--- config.mk ---
export PLATFORM = sky130hd
export DESIGN_NAME = swb_bank_arbiter
export DESIGN_NICKNAME = d
export VERILOG_FILES = /design/src/rtl/swb_bank_arbiter_pkg.sv /design/src/rtl/swb_bank_arbiter_rr_arb.sv /design/src/rtl/swb_bank_arbiter.sv
export SDC_FILE = /design/constraint.sdc
export NUM_CORES = 1
export LEC_CHECK = 0
export CAP_MARGIN = 10
export CORE_MARGIN = 2
export CORE_UTILIZATION = 45
export DETAILED_ROUTE_END_ITERATION = 16
export GPL_TIMING_DRIVEN = 0
export PLACE_DENSITY = 0.65
export SLEW_MARGIN = 20
export SYNTH_ARGS = -nofsm -noshare
export SYNTH_HDL_FRONTEND = slang
export SYNTH_SLANG_ARGS = --single-unit
--- constraint.sdc ---
create_clock -name clk -period 2.8 [get_ports clk]
set_input_delay 0.56 -clock clk [delete_from_list [all_inputs] [get_ports clk]]
set_output_delay 0.56 -clock clk [all_outputs]
set_load 0.05 [all_outputs]
--- src/rtl/swb_bank_arbiter_pkg.sv ---
// Shared types and sizing for the switch-back bank arbiter.
// Defaults: channel and bank counts and the beat count of one line return.
// Provides the clog2_min1 helper, which keeps index fields at least one bit wide.
package swb_bank_arbiter_pkg;

  localparam int MPC_NUM_CH    = 3;
  localparam int MPC_NUM_BANK  = 4;
  localparam int MPC_SWB_BEATS = 2;  // 256-bit line / 128-bit word

  // Index width that never collapses to zero bits.
  function automatic int clog2_min1(input int n);
    return (n > 1) ? $clog2(n) : 1;
  endfunction

  typedef logic [clog2_min1(MPC_NUM_BANK)-1:0] mpc_bank_id_t;
  typedef logic [clog2_min1(MPC_NUM_CH)-1:0]   mpc_ch_id_t;

  typedef enum logic {
    SWB_IDLE = 1'b0,
    SWB_XFER = 1'b1
  } swb_state_e;

endpackage

--- src/rtl/swb_bank_arbiter_rr_arb.sv ---
// Rotating-priority picker: grants the first requester at or after ptr_i, wrapping.
// Latency: purely combinational, no state.
// Backpressure: none; the caller decides when the grant is consumed.
// Ports: req_i (N requests), ptr_i (priority start), gnt_o (one-hot grant), gnt_idx_o (grant index).
module swb_rr_arb
  import swb_bank_arbiter_pkg::*;
#(
  parameter  int N  = 3,
  localparam int IW = clog2_min1(N)
) (
  input  logic [N-1:0]  req_i,
  input  logic [IW-1:0] ptr_i,
  output logic [N-1:0]  gnt_o,
  output logic [IW-1:0] gnt_idx_o
);

  always_comb begin
    int   idx;
    logic found;
    idx       = 0;
    found     = 1'b0;
    gnt_o     = '0;
    gnt_idx_o = '0;
    for (int i = 0; i < N; i++) begin
      idx = (int'(ptr_i) + i) % N;
      if (!found && req_i[idx]) begin
        found      = 1'b1;
        gnt_o[idx] = 1'b1;
        gnt_idx_o  = IW'(idx);
      end
    end
  end

endmodule

--- src/rtl/swb_bank_arbiter.sv ---
// Grants cache banks to channel kob heads and sequences the multi-beat line return.
// Latency: first beat one cycle after the request, ack on the last beat, one idle bubble per bank.
// Backpressure: a beat holds valid/bank/idx stable until ch_beat_ready; the beat counter only moves on accept.
// Ports:
//   clk, rst_n                     clock, async active-low reset
//   ch_swb_req / ch_swb_bank_id    per-channel head request and target bank
//   ch_swb_ack                     per-channel head retire pulse (same cycle as the last accepted beat)
//   ch_beat_valid / ch_beat_ready  per-channel beat handshake
//   ch_beat_bank / idx / last      crossbar select, word index, final-beat flag
//   bank_busy / bank_owner         per-bank ownership status (owner reads 0 when idle)
module swb_bank_arbiter
  import swb_bank_arbiter_pkg::*;
#(
  parameter  int NUM_CH   = MPC_NUM_CH,
  parameter  int NUM_BANK = MPC_NUM_BANK,
  parameter  int BEATS    = MPC_SWB_BEATS,
  localparam int BW       = clog2_min1(NUM_BANK),
  localparam int CW       = clog2_min1(NUM_CH),
  localparam int IW       = clog2_min1(BEATS)
) (
  input  logic                   clk,
  input  logic                   rst_n,
  input  logic [NUM_CH-1:0]      ch_swb_req,
  input  logic [NUM_CH*BW-1:0]   ch_swb_bank_id,
  output logic [NUM_CH-1:0]      ch_swb_ack,
  output logic [NUM_CH-1:0]      ch_beat_valid,
  input  logic [NUM_CH-1:0]      ch_beat_ready,
  output logic [NUM_CH*BW-1:0]   ch_beat_bank,
  output logic [NUM_CH*IW-1:0]   ch_beat_idx,
  output logic [NUM_CH-1:0]      ch_beat_last,
  output logic [NUM_BANK-1:0]    bank_busy,
  output logic [NUM_BANK*CW-1:0] bank_owner
);

  logic [NUM_BANK-1:0] xfer;
  logic [NUM_BANK-1:0] last_arr;
  logic [CW-1:0]       owner_arr [NUM_BANK];
  logic [IW-1:0]       beat_arr  [NUM_BANK];
  logic [NUM_CH-1:0]   ch_busy;

  // A channel already owned by some bank must not be offered to another one.
  always_comb begin
    ch_busy = '0;
    for (int b = 0; b < NUM_BANK; b++) begin
      for (int c = 0; c < NUM_CH; c++) begin
        if (xfer[b] && (owner_arr[b] == CW'(c))) ch_busy[c] = 1'b1;
      end
    end
  end

  for (genvar b = 0; b < NUM_BANK; b++) begin : g_bank
    swb_state_e        state_q;
    logic [CW-1:0]     owner_q;
    logic [CW-1:0]     rr_q;
    logic [IW-1:0]     beat_q;
    logic [CW-1:0]     pick_idx;
    logic [NUM_CH-1:0] cand;
    logic [NUM_CH-1:0] pick_gnt;
    logic              beat_last;
    logic              beat_fire;

    always_comb begin
      cand = '0;
      for (int c = 0; c < NUM_CH; c++) begin
        cand[c] = ch_swb_req[c] && (ch_swb_bank_id[c*BW +: BW] == BW'(b)) && !ch_busy[c];
      end
    end

    swb_rr_arb #(.N(NUM_CH)) u_arb (
      .req_i     (cand),
      .ptr_i     (rr_q),
      .gnt_o     (pick_gnt),
      .gnt_idx_o (pick_idx)
    );

    assign beat_last = (beat_q == IW'(BEATS - 1));
    assign beat_fire = (state_q == SWB_XFER) && ch_beat_ready[owner_q];

    // Returning to IDLE after the last beat is the bubble that lets the kob
    // pop its head before this channel can be a candidate again.
    always_ff @(posedge clk or negedge rst_n) begin
      if (!rst_n) begin
        state_q <= SWB_IDLE;
        owner_q <= '0;
        beat_q  <= '0;
        rr_q    <= '0;
      end else begin
        case (state_q)
          SWB_IDLE: begin
            if (|pick_gnt) begin
              state_q <= SWB_XFER;
              owner_q <= pick_idx;
              beat_q  <= '0;
              rr_q    <= (pick_idx == CW'(NUM_CH - 1)) ? '0 : pick_idx + 1'b1;
            end
          end
          SWB_XFER: begin
            if (beat_fire) begin
              if (beat_last) begin
                state_q <= SWB_IDLE;
                beat_q  <= '0;
              end else begin
                beat_q  <= beat_q + 1'b1;
              end
            end
          end
          default: state_q <= SWB_IDLE;
        endcase
      end
    end

    assign xfer[b]      = (state_q == SWB_XFER);
    assign last_arr[b]  = beat_last;
    assign owner_arr[b] = owner_q;
    assign beat_arr[b]  = beat_q;

    // The owning kob head must stay put until it is retired.
    a_head_stable : assert property (@(posedge clk) disable iff (!rst_n)
      (state_q == SWB_XFER) |->
        (ch_swb_req[owner_q] && (ch_swb_bank_id[owner_q*BW +: BW] == BW'(b))));
  end

  // Ownership is one-hot per channel, so OR-merging the banks is a clean mux.
  always_comb begin
    ch_swb_ack    = '0;
    ch_beat_valid = '0;
    ch_beat_bank  = '0;
    ch_beat_idx   = '0;
    ch_beat_last  = '0;
    for (int b = 0; b < NUM_BANK; b++) begin
      for (int c = 0; c < NUM_CH; c++) begin
        if (xfer[b] && (owner_arr[b] == CW'(c))) begin
          ch_beat_valid[c]          = 1'b1;
          ch_beat_bank[c*BW +: BW] |= BW'(b);
          ch_beat_idx[c*IW +: IW]  |= beat_arr[b];
          ch_beat_last[c]          |= last_arr[b];
          ch_swb_ack[c]            |= last_arr[b] & ch_beat_ready[c];
        end
      end
    end
  end

  always_comb begin
    bank_busy  = xfer;
    bank_owner = '0;
    for (int b = 0; b < NUM_BANK; b++) begin
      bank_owner[b*CW +: CW] = xfer[b] ? owner_arr[b] : '0;
    end
  end

endmodule
# Word-level counts from Yosys, hierarchy flattened
# Cells that the tools add are included.
# W data, S select, Z words.
# word_totals
reg_bits	24
input_bits	14
out_inout_bits	30
# classes
n_mux	185
add_sub_neg	16
div	12
eq_ne	29
n_reduce_logical	90
n_lt_le_gt_ge	28
bitwise_logic	42
# ops
cell	count
$ge A32 B1 Y1 const B	12
$lt A32 B4 Y1 const B	12
$mod A32 B3 Y32 const B	8
$mod A3 B3 Y32 const B	4
$mux W1	111
$logic_and A1 B1 Y1	60
$mux W2	26
$mux W3	12
$bmux W1 S2	16
$eq A2 B2 Y1 const B	14
$demux W1 S2	12
$or A3 B3 Y3	8
$or A1 B1 Y1	18
$pmux W1 S2	8
$reduce_and A2 Y1	8
$eq A2 B1 Y1 const B	7
$logic_not A2 Y1	7
$add A2 B1 Y3 const B	4
$add A2 B2 Y3 const B	4
$and A1 B1 Y1	12
$lt A2 B3 Y1 const B	4
$reduce_or A3 Y1	4
$logic_not A1 Y1	11
$add A2 B1 Y2 const B	4
4 further kinds	16

# Logic depth before layout (Yosys ltp)
# Gate-level depths: netlist (run 1).
# logic_depth
ltp_word	21
depth_mapped	10
mapped_depth_nobuf	9

# By module
# From an unflattened synthesis (run 1), not the netlist that was laid out.
# unflattened
cells_unflattened	394
area_unflattened_um2	2914.0
# by_module_without_submodules
mod	area_per_inst_um2	n_inst	cells_each
swb_bank_arbiter	1582.8	1	186
swb_rr_arb	332.8	4	52

# Worst setup path after synthesis (run 1)
# OpenSTA, ideal clock, no wires.
# synth_path
path_kind	flip-flop to output port
startpoint	reg g_bank[3].owner_q[0]
endpoint	out ch_swb_ack[0]
path_stages_with_launch	4
setup_slack_ps	-182
arrival_time_ps	2422
path_buffers	0
path_cell_list	dfrtp_1 nand2b_1 o31ai_1 and2_1
# synth_between
elab_chain_len	3
# synth_lines
element	line	source
start: declaration	swb_bank_arbiter.sv:53	logic [CW-1:0] owner_q;
start signal: assignment	swb_bank_arbiter.sv:92	owner_q <= pick_idx;
$logic_not A2 Y1	swb_bank_arbiter.sv:132	if (xfer[b] && (owner_arr[b] == CW'(c))) begin
$logic_and A1 B1 Y1	swb_bank_arbiter.sv:132	
$mux W1	swb_bank_arbiter.sv:132	
end: declaration	swb_bank_arbiter.sv:25	output logic [NUM_CH-1:0] ch_swb_ack,
# No other way between the ends.

# Final worst setup path (run 1)
# layout_path
startpoint	reg g_bank[3].owner_q[0]
endpoint	reg g_bank[1].rr_q[0]
# layout_between
elab_chain_len	17
word_cells_on_any_way	43
cone_classes	add/sub (1); eq/ne (3); mux (21); bitwise (2); reduce/logical (16)
# layout_lines
element	line	source
$eq A2 B1 Y1 (tied with other cells)	swb_bank_arbiter.sv:46	if (xfer[b] && (owner_arr[b] == CW'(c))) ch_busy[c] = 1'b1;
$logic_and A1 B1 Y1	swb_bank_arbiter.sv:46	
$mux W1	swb_bank_arbiter.sv:46	
$logic_not A1 Y1	swb_bank_arbiter.sv:65	cand[c] = ch_swb_req[c] && (ch_swb_bank_id[c*BW +: BW] == BW'(b)) && !ch_busy[c];
$logic_and A1 B1 Y1	swb_bank_arbiter.sv:65	
$bmux W1 S2	swb_bank_arbiter_rr_arb.sv:26	if (!found && req_i[idx]) begin
$mux W1 (implied by the code) (2 in a row)	swb_bank_arbiter_rr_arb.sv:26	
$mux W1	swb_bank_arbiter_rr_arb.sv:26	
$logic_not A1 Y1	swb_bank_arbiter_rr_arb.sv:26	
$logic_and A1 B1 Y1	swb_bank_arbiter_rr_arb.sv:26	
$mux W1	swb_bank_arbiter_rr_arb.sv:26	
$logic_not A1 Y1	swb_bank_arbiter_rr_arb.sv:26	
$logic_and A1 B1 Y1	swb_bank_arbiter_rr_arb.sv:26	
$mux W2 / $mux W3 (equally long branches)	swb_bank_arbiter_rr_arb.sv:26	
$add A2 B1 Y2 (tied with other cells)	swb_bank_arbiter.sv:94	rr_q <= (pick_idx == CW'(NUM_CH - 1)) ? '0 : pick_idx + 1'b1;
$mux W2 / $reduce_and A2 Y1 (equally long branches)	-	
end signal: assignment	swb_bank_arbiter.sv:94	
end: declaration	swb_bank_arbiter.sv:54	logic [CW-1:0] rr_q;
# Several ways; a longest one is shown, not always the timed one. The select of a mux whose other input is x is not followed.
# A chain may end at the register's enable or synchronous reset.

==> results of run 1 <==
==> state kept, by name, summed over array words and instances, names as in the netlist <==
signal	count
g_bank.state_q	4
g_bank.owner_q	8
g_bank.beat_last	4
g_bank.rr_q	8
==> Yosys cell counts, types with 5 or more instances <==
master	number	share of area, %
buf_4	8	2.3
a211oi_1	6	1.7
mux2_2	8	3.5
and2_1	13	3.1
nand3b_1	8	2.3
nand4_1	5	1.2
ha_1	16	7.8
a21oi_1	9	1.7
clkbuf_1	11	1.6
o21ai_0	15	2.9
nand2b_1	8	1.9
inv_1	27	3.9
nor2_1	23	3.3
nand2_1	27	3.9
nand3_1	14	2.7
mux2i_1	11	4.3
o221ai_1	5	1.7
dfrtp_1	24	23
nor3_1	7	1.4
==> per-stage QoR <==
stage	power, mW	instances
floorplan	3.03	323
global placement	3.84	438
detailed placement	3.88	438
CTS	4.05	441
global route	4.61	451
finish	4.28	451
==> cell families after synthesis <==
kind of cell | Yosys count
buffers and inverters | 49
DFF | 24
adders and majority gates | 18
xor gates and xnor gates | 4
muxes | 20
AOI/OAI and AO/OA | 76
and+or+nand+nor | 132
==> critical path, delay by kind of cell, from the launching register on <==
family	cells	cell delay, ns
simple gates	3	1.05
compound gates	3	0.69
flops	1	0.46
mux	1	0.33
buf+inv	1	0.16
==> what timing repair did <==
action                                  in CTS  in global routing
endpoints found under the setup margin      19                 19
hold buffers                                 0                  0
buffers inserted                             0                 11
pin swaps                                    1                  8
gates resized for setup                     16                 24
==> worst paths after layout <==
check	end	slack, ns	depth (start not counted)
worst min-delay path	g_bank[2].rr_q[1]	0.28	1
worst min register to register	g_bank[2].rr_q[0]	0.58	1
worst max-delay path	g_bank[1].rr_q[0]	0.002	8
min in group clk	g_bank[2].rr_q[0]	0.58	1
worst max register to register	g_bank[1].rr_q[0]	0.002	8
max in group asynchronous	g_bank[3].owner_q[0]	2.09	1
==> power groups by stage <==
stage | Clock (mW) | Combinational (mW) | Sequential, mW
detailed placement | 0 | 3.18 | 0.697
global placement | 0 | 3.14 | 0.693
finish | 0.211 | 3.36 | 0.703
CTS | 0.216 | 3.14 | 0.694
global route | 0.231 | 3.65 | 0.731
floorplan | 0 | 2.40 | 0.637
==> routing by layer <==
metal | global-route usage, % | vias up
met3 | 2.71 | 4
li1 | - | 1277
met2 | 36.7 | 75
met1 | 30.6 | 1232
met4 | 5.08 | 0
met5 | 0 | -
==> cell type report <==
class	instances	area [µm²]	area share, %
timing repair buffer	54	500	15.0
sequential	24	608	18.3
inverter	28	109	3.27
clock buffer	3	41.3	1.24
buffer	20	130	3.91
tap	72	90.1	2.71
multi-input combinational	250	1850	55.5
==> summary.md, run 1 <==
| Metric | Value |
|---|---|
| Gpl congestion | 0.911 |
| Final net count | 411 |
| Setup crit end kind | flip-flop |
| Post-synthesis xor/xnor area fraction | 1.36% |
| Area growth syn-to-layout | 28.8% |
| Max Clock Skew | 0.00544 ns |
| Data required, critical path | 2.95 ns |
| Commonest non-fill, non-tap cell in the layout | clkdlybuf4s50_1 |
| Clk pwr share | 4.9% |
| # diodes | 0 |
| CTS Buffer Depth | 2 |
| Post-synth EDFFs | 0 |
| Async set-or-reset flop fraction in the synthesized netlist | 100% |
| Worst setup SP type | flip-flop |
| Largest net degree at the start of global routing | 25 |
| Max Slew Vio Count | 0 |
| Post-route setup slack | 0.00229 ns |
| Routed met3 length | 304 µm |
| Finished Core Util | 60.0% |
| Synth Area in Adders | 8.53% |
| RSZ-0062 raised after global routing | true |
| Initial Util | 46.6% |
| Overflow after GRT | 0 |
| Leakage | 1.45 nW |
| TritonRoute pass-1 iters | 6 |
| VDD IR max | 0.944 mV |
| Remaining design rule violation count | 0 |
| CTS tree | yes |
| Cell area after synthesis | 2580 µm² |
| Die H | 79.8 µm |
| Max_slew headroom | 61.1% |
| Sequential area share after synthesis | 23.3% |
| Fmax | 0.357 GHz |
| Initial DRC count | 123 |
| Cells after Synth | 323 |
| Hpwl dp | 5.09 mm |
| Pint | 1.87 mW |
| Worst-Margin Slew | 0.583 ns |
| Clk_lat worst skew | 0.27 ns |
| Top FF cell, synth | dfrtp_1 |
| Sequential share of power | 16.4% |
| Multiplexer area fraction after synthesis | 8.19% |
| Hold/Removal Path Class | in -> async |
| Commonest non-fill, non-tap cells in the layout | clkdlybuf4s50_1 (30), inv_1 (27), nand2_1 (27) |
| Number of max-cap violations | 0 |
| H-tree Lvls | 1 |
| Post-DP Area | 3120 µm² |
| Die width | 79.8 µm |
| PortBufs | 43 |
| Clock sink total | 24 |
| Std-Cell Rows | 27 |
| Mean Syn Cell Area | 8.00 µm² |
| Worst Setup SP | g_bank[3].owner_q[0] |
| Inserted Clock Buffers | 3 |
| Sw power | 2.41 mW |
| Minimum clock period | 2.80 ns |
| Critical setup path kind | reg -> reg |
| WL met1 | 3.32 mm |
| Met2 WL post-DR | 3.24 mm |
| Distinct cells, synth | 68 |
| Hold WS | 0.275 ns |
| Fin Setup TNS | 0 ns |
| Tcrit/Tclk final | 99.9% |
| Antenna violations before repair | 0 |
| Routed WL | 6.91 mm |
| Share of layout cells above drive strength 1 | 18.7% |
| Status | complete, no violations |
| Crit-path cells | and3b_2, or4_4, buf_12, or2_4, a211oi_2, o22ai_2, a31oi_4, mux2_4 |
| Sw frac | 56.2% |
| Critical-path maximum fanout | 8 |
| Syn_nets | 353 |
| Final setup fails | 0 |
| Via count | 2,588 |
| Vias in the first global route | 2,379 |
| Crit-path max cell delay | 0.53 ns |
| #FFs+latches synth | 24 |
| Fin. Hold Viols | 0 |
| Max layer used | met4 |
| CP max-delay cell | or4_4 |
| Largest family of logic cells by synthesized area | simple AND/OR/NAND/NOR gates |
| Die area | 6360 µm² |
| Pre-CTS setup slack | -0.317 ns |
| All-Layer GR Usage | 22.1% |
| Core Region | 5540 µm² |
| Vias per inst | 5.74 |
| Clk root buf | clkbuf_8 |
| Fillers | 537 |
| Simple-Gate Fraction of Synth Area | 28.1% |
| I/O Pins | 44 |
| Post-route cell area | 3330 µm² |
| Reg2reg start | g_bank[3].owner_q[0] |
| Arr. time, crit path | 2.95 ns |
| Clock Pin Slew Worst Setup and Hold Paths | 0.09 ns |
| Post-synthesis compound-gate area fraction | 22.0% |
| First-pass GRT wire length | 11.3 mm |
| Yosys warns | 0 |
| WL per Instance | 15.3 µm |
| Pwr Density | 1290 nW/µm² |
| Antenna viol nets, final | 0 |
| Gate power share | 78.6% |
Power figures use the tool's default switching activity.
==> run 2: changes to the inputs <==
- PLACE_DENSITY: 0.65 -> 0.68
- clock period: 2.8 -> 2.4 ns (I/O delays scaled with it)
==> run 2 against run 1 <==
  * The run now ends with negative setup slack left
  * Routed wire length increased by 4.8%
  * Via count grew 4.7%
  * First-iteration DRC count is 51% higher
  * Largest power group unchanged
==> summary.md, run 2 (synthesis gave the netlist of run 1 again) <==
| Metric | Value |
|---|---|
| Die area | 6360 µm² (unchanged) |
| # diodes | 0 (unchanged) |
| Data required, critical path | 2.57 ns (was 2.95 ns) |
| Max Slew Vio Count | 0 (unchanged) |
| Reg area | 611 µm² (was 608 µm²) |
| Status | finished with violations (was complete, no violations) |
| PortBufs | 43 (unchanged) |
| Clock sink total | 24 (unchanged) |
| Arr. time, crit path | 2.82 ns (was 2.95 ns) |
| Final setup fails | 21 (was 0) |
| Grt met3 use | 3.73% (was 2.71%) |
| Hold WS | 0.179 ns (was 0.275 ns) |
| Flop2flop setup slack | -0.25 ns (was 0.002 ns) |
| Pwr Density | 1530 nW/µm² (was 1290 nW/µm²) |
| Area growth syn-to-layout | 40.6% (was 28.8%) |
| Pre-CTS setup slack | -0.607 ns (was -0.317 ns) |
| Worst setup SP type | flip-flop (unchanged) |
| Minimum clock period | 2.65 ns (was 2.80 ns) |
| Crit-path cells | and3b_2, or4_4, or2_4, a211oi_2, o22ai_2, a31oi_4, mux2_4 (was and3b_2, or4_4, buf_12, or2_4, a211oi_2, o22ai_2, a31oi_4, mux2_4) |
| Leakage | 1.66 nW (was 1.45 nW) |
| Share of layout cells above drive strength 1 | 31.8% (was 18.7%) |
| Largest net degree at the start of global routing | 25 (unchanged) |
| Tcrit/Tclk final | 110% (was 99.9%) |
| Regs by FF count | g_bank.owner_q: 8 flops, g_bank.rr_q: 8 flops (unchanged) |
| All-Layer GR Usage | 23.6% (was 22.1%) |
| R2R Path End | g_bank[1].rr_q[0] (unchanged) |
| Final cell count without fillers | 478 (was 451) |
| Via count | 2,710 (was 2,588) |
| Overflow after GRT | 0 (unchanged) |
| VDD IR max | 1.06 mV (was 0.944 mV) |
| Cells after DPL | 438 (unchanged) |
| Number of max-cap violations | 0 (unchanged) |
| Fin. Hold Viols | 0 (unchanged) |
| Clk_lat worst skew | 0.28 ns (was 0.27 ns) |
| Die H | 79.8 µm (unchanged) |
| Antenna viol nets, final | 0 (unchanged) |
| First-pass GRT wire length | 11.8 mm (was 11.3 mm) |
| Gpl congestion | 0.903 (was 0.911) |
| Core Region | 5540 µm² (unchanged) |
| Post-DP Area | 3120 µm² (about the same) |
| CTS Buffer Depth | 2 (unchanged) |
| Routed WL | 7.24 mm (was 6.91 mm) |
| Critical-path maximum fanout | 6 (was 8) |
| Grt met2 use | 39.7% (was 36.7%) |
| Clock Pin Slew Worst Setup and Hold Paths | 0.10 ns (was 0.09 ns) |
| Fmax | 0.378 GHz (was 0.357 GHz) |
| Post-route setup slack | -0.248 ns (was 0.00229 ns) |
| Std-Cell Rows | 27 (unchanged) |
| RSZ-0062 raised after global routing | true (unchanged) |
| Hpwl dp | 4.95 mm (was 5.09 mm) |
| Finished Core Util | 65.5% (was 60.0%) |
| Worst reg2reg path depth | 7 (was 8) |
| Setup crit end kind | flip-flop (unchanged) |
| GR Layer Usage met1 | 31.5% (was 30.6%) |
| I/O Pins | 44 (unchanged) |
| Vias per inst | 5.67 (was 5.74) |
| Worst Setup SP | g_bank[3].state_q (was g_bank[3].owner_q[0]) |
| Max Clock Skew | 0.00769 ns (was 0.00544 ns) |
| Inserted Clock Buffers | 3 (unchanged) |
| Crit-path max cell delay | 0.54 ns (was 0.53 ns) |
| Post-route cell area | 3630 µm² (was 3330 µm²) |
| Initial DRC count | 186 (was 123) |
| WL per Instance | 15.1 µm (was 15.3 µm) |
| TritonRoute pass-1 iters | 4 (was 6) |
| Die width | 79.8 µm (unchanged) |
| Antenna violations before repair | 0 (unchanged) |
| H-tree Lvls | 1 (unchanged) |
| Commonest non-fill, non-tap cells in the layout | buf_4 (50), inv_1 (27), nand2_1 (26) (was clkdlybuf4s50_1 (30), inv_1 (27), nand2_1 (27)) |
| Vias in the first global route | 2,494 (was 2,379) |
| Failing checks | negative setup slack |
| Reg2reg start | g_bank[3].state_q (was g_bank[3].owner_q[0]) |
| Final net count | 437 (was 411) |
| Fillers | 474 (was 537) |
| GR peak layer | met2 (unchanged) |
| Max_slew headroom | 61.7% (was 61.1%) |
| CP max-delay cell | or4_4 (unchanged) |
| Worst-Margin Slew | 0.575 ns (was 0.583 ns) |
| CTS tree | yes (unchanged) |
| Remaining design rule violation count | 0 (unchanged) |
| Hold/Removal Path Class | in -> async (unchanged) |
| Initial Util | 46.6% (unchanged) |
| Clk root buf | clkbuf_8 (unchanged) |
| Area taken by multi-input logic gates | 1950 µm² (was 1850 µm²) |
| Critical setup path kind | reg -> reg (unchanged) |
| Commonest non-fill, non-tap cell in the layout | buf_4 (was clkdlybuf4s50_1) |
==> run 2: stage by stage <==
stage          power, mW  TNS [ns]
3_5_place_dp        4.51     -8.18
5_1_grt             5.93     -5.26
2_1_floorplan       3.55     -5.15
4_1_cts             5.36     -2.75
3_3_place_gp        4.47     -8.01
6_report            5.56     -3.20
==> run 2: what timing repair did <==
item	4_1_cts	5_1_grt
endpoints found under the setup margin	39	35
hold buffers	0	0
pin swaps	15	10
cloned	0	0
buffers inserted	33	9
gates resized for setup	70	49
==> run 2: worst max path at each step <==
| stage | to | slack, ns | depth (start not counted) |
|---|---|---|---|
| after floorplan | g_bank[2].rr_q[0] | -0.41 | 8 |
| after global placement | g_bank[0].rr_q[1] | -0.59 | 9 |
| after detailed placement | g_bank[0].rr_q[1] | -0.61 | 9 |
| after CTS | g_bank[1].rr_q[1] | -0.21 | 8 |
| after global routing | g_bank[1].rr_q[0] | -0.33 | 8 |
| final | g_bank[1].rr_q[0] | -0.25 | 7 |
==> run 2: where the power goes <==
group | switching [mW] | internal (mW)
sequential | 0.166 | 0.595
clock | 0.154 | 0.224
combinational | 2.68 | 1.75
total | 3.00 | 2.57
==> run 2: area by class of cell <==
class,count,share of cell area [%]
multi-input cells,250,53.7
repair buffers,84,19.3
flip-flops and latches,24,16.8
inverters,28,2.93
plain buffers,16,2.79
well taps,72,2.48
clock buffers,3,1.14
clock inverters,1,0.827
==> run 2: routing by layer <==
| layer | vias to the layer above | wire [µm] | part of all wire [%] |
|---|---|---|---|
| li1 | 1331 | - | - |
| met1 | 1301 | 3360 | 46 |
| met2 | 72 | 3460 | 48 |
| met3 | 6 | 342 | 4.7 |
| met4 | 0 | 79 | 1.1 |
| met5 | - | 0 | 0 |
==> run 2: worst max-delay path, delay by kind of cell, from the launching register on <==
| kind | cells | cell delay [ns] |
|---|---|---|
| muxes | 1 | 0.33 |
| DFF | 1 | 0.45 |
| and+or+nand+nor | 3 | 1.09 |
| AOI/OAI and AO/OA | 3 | 0.66 |
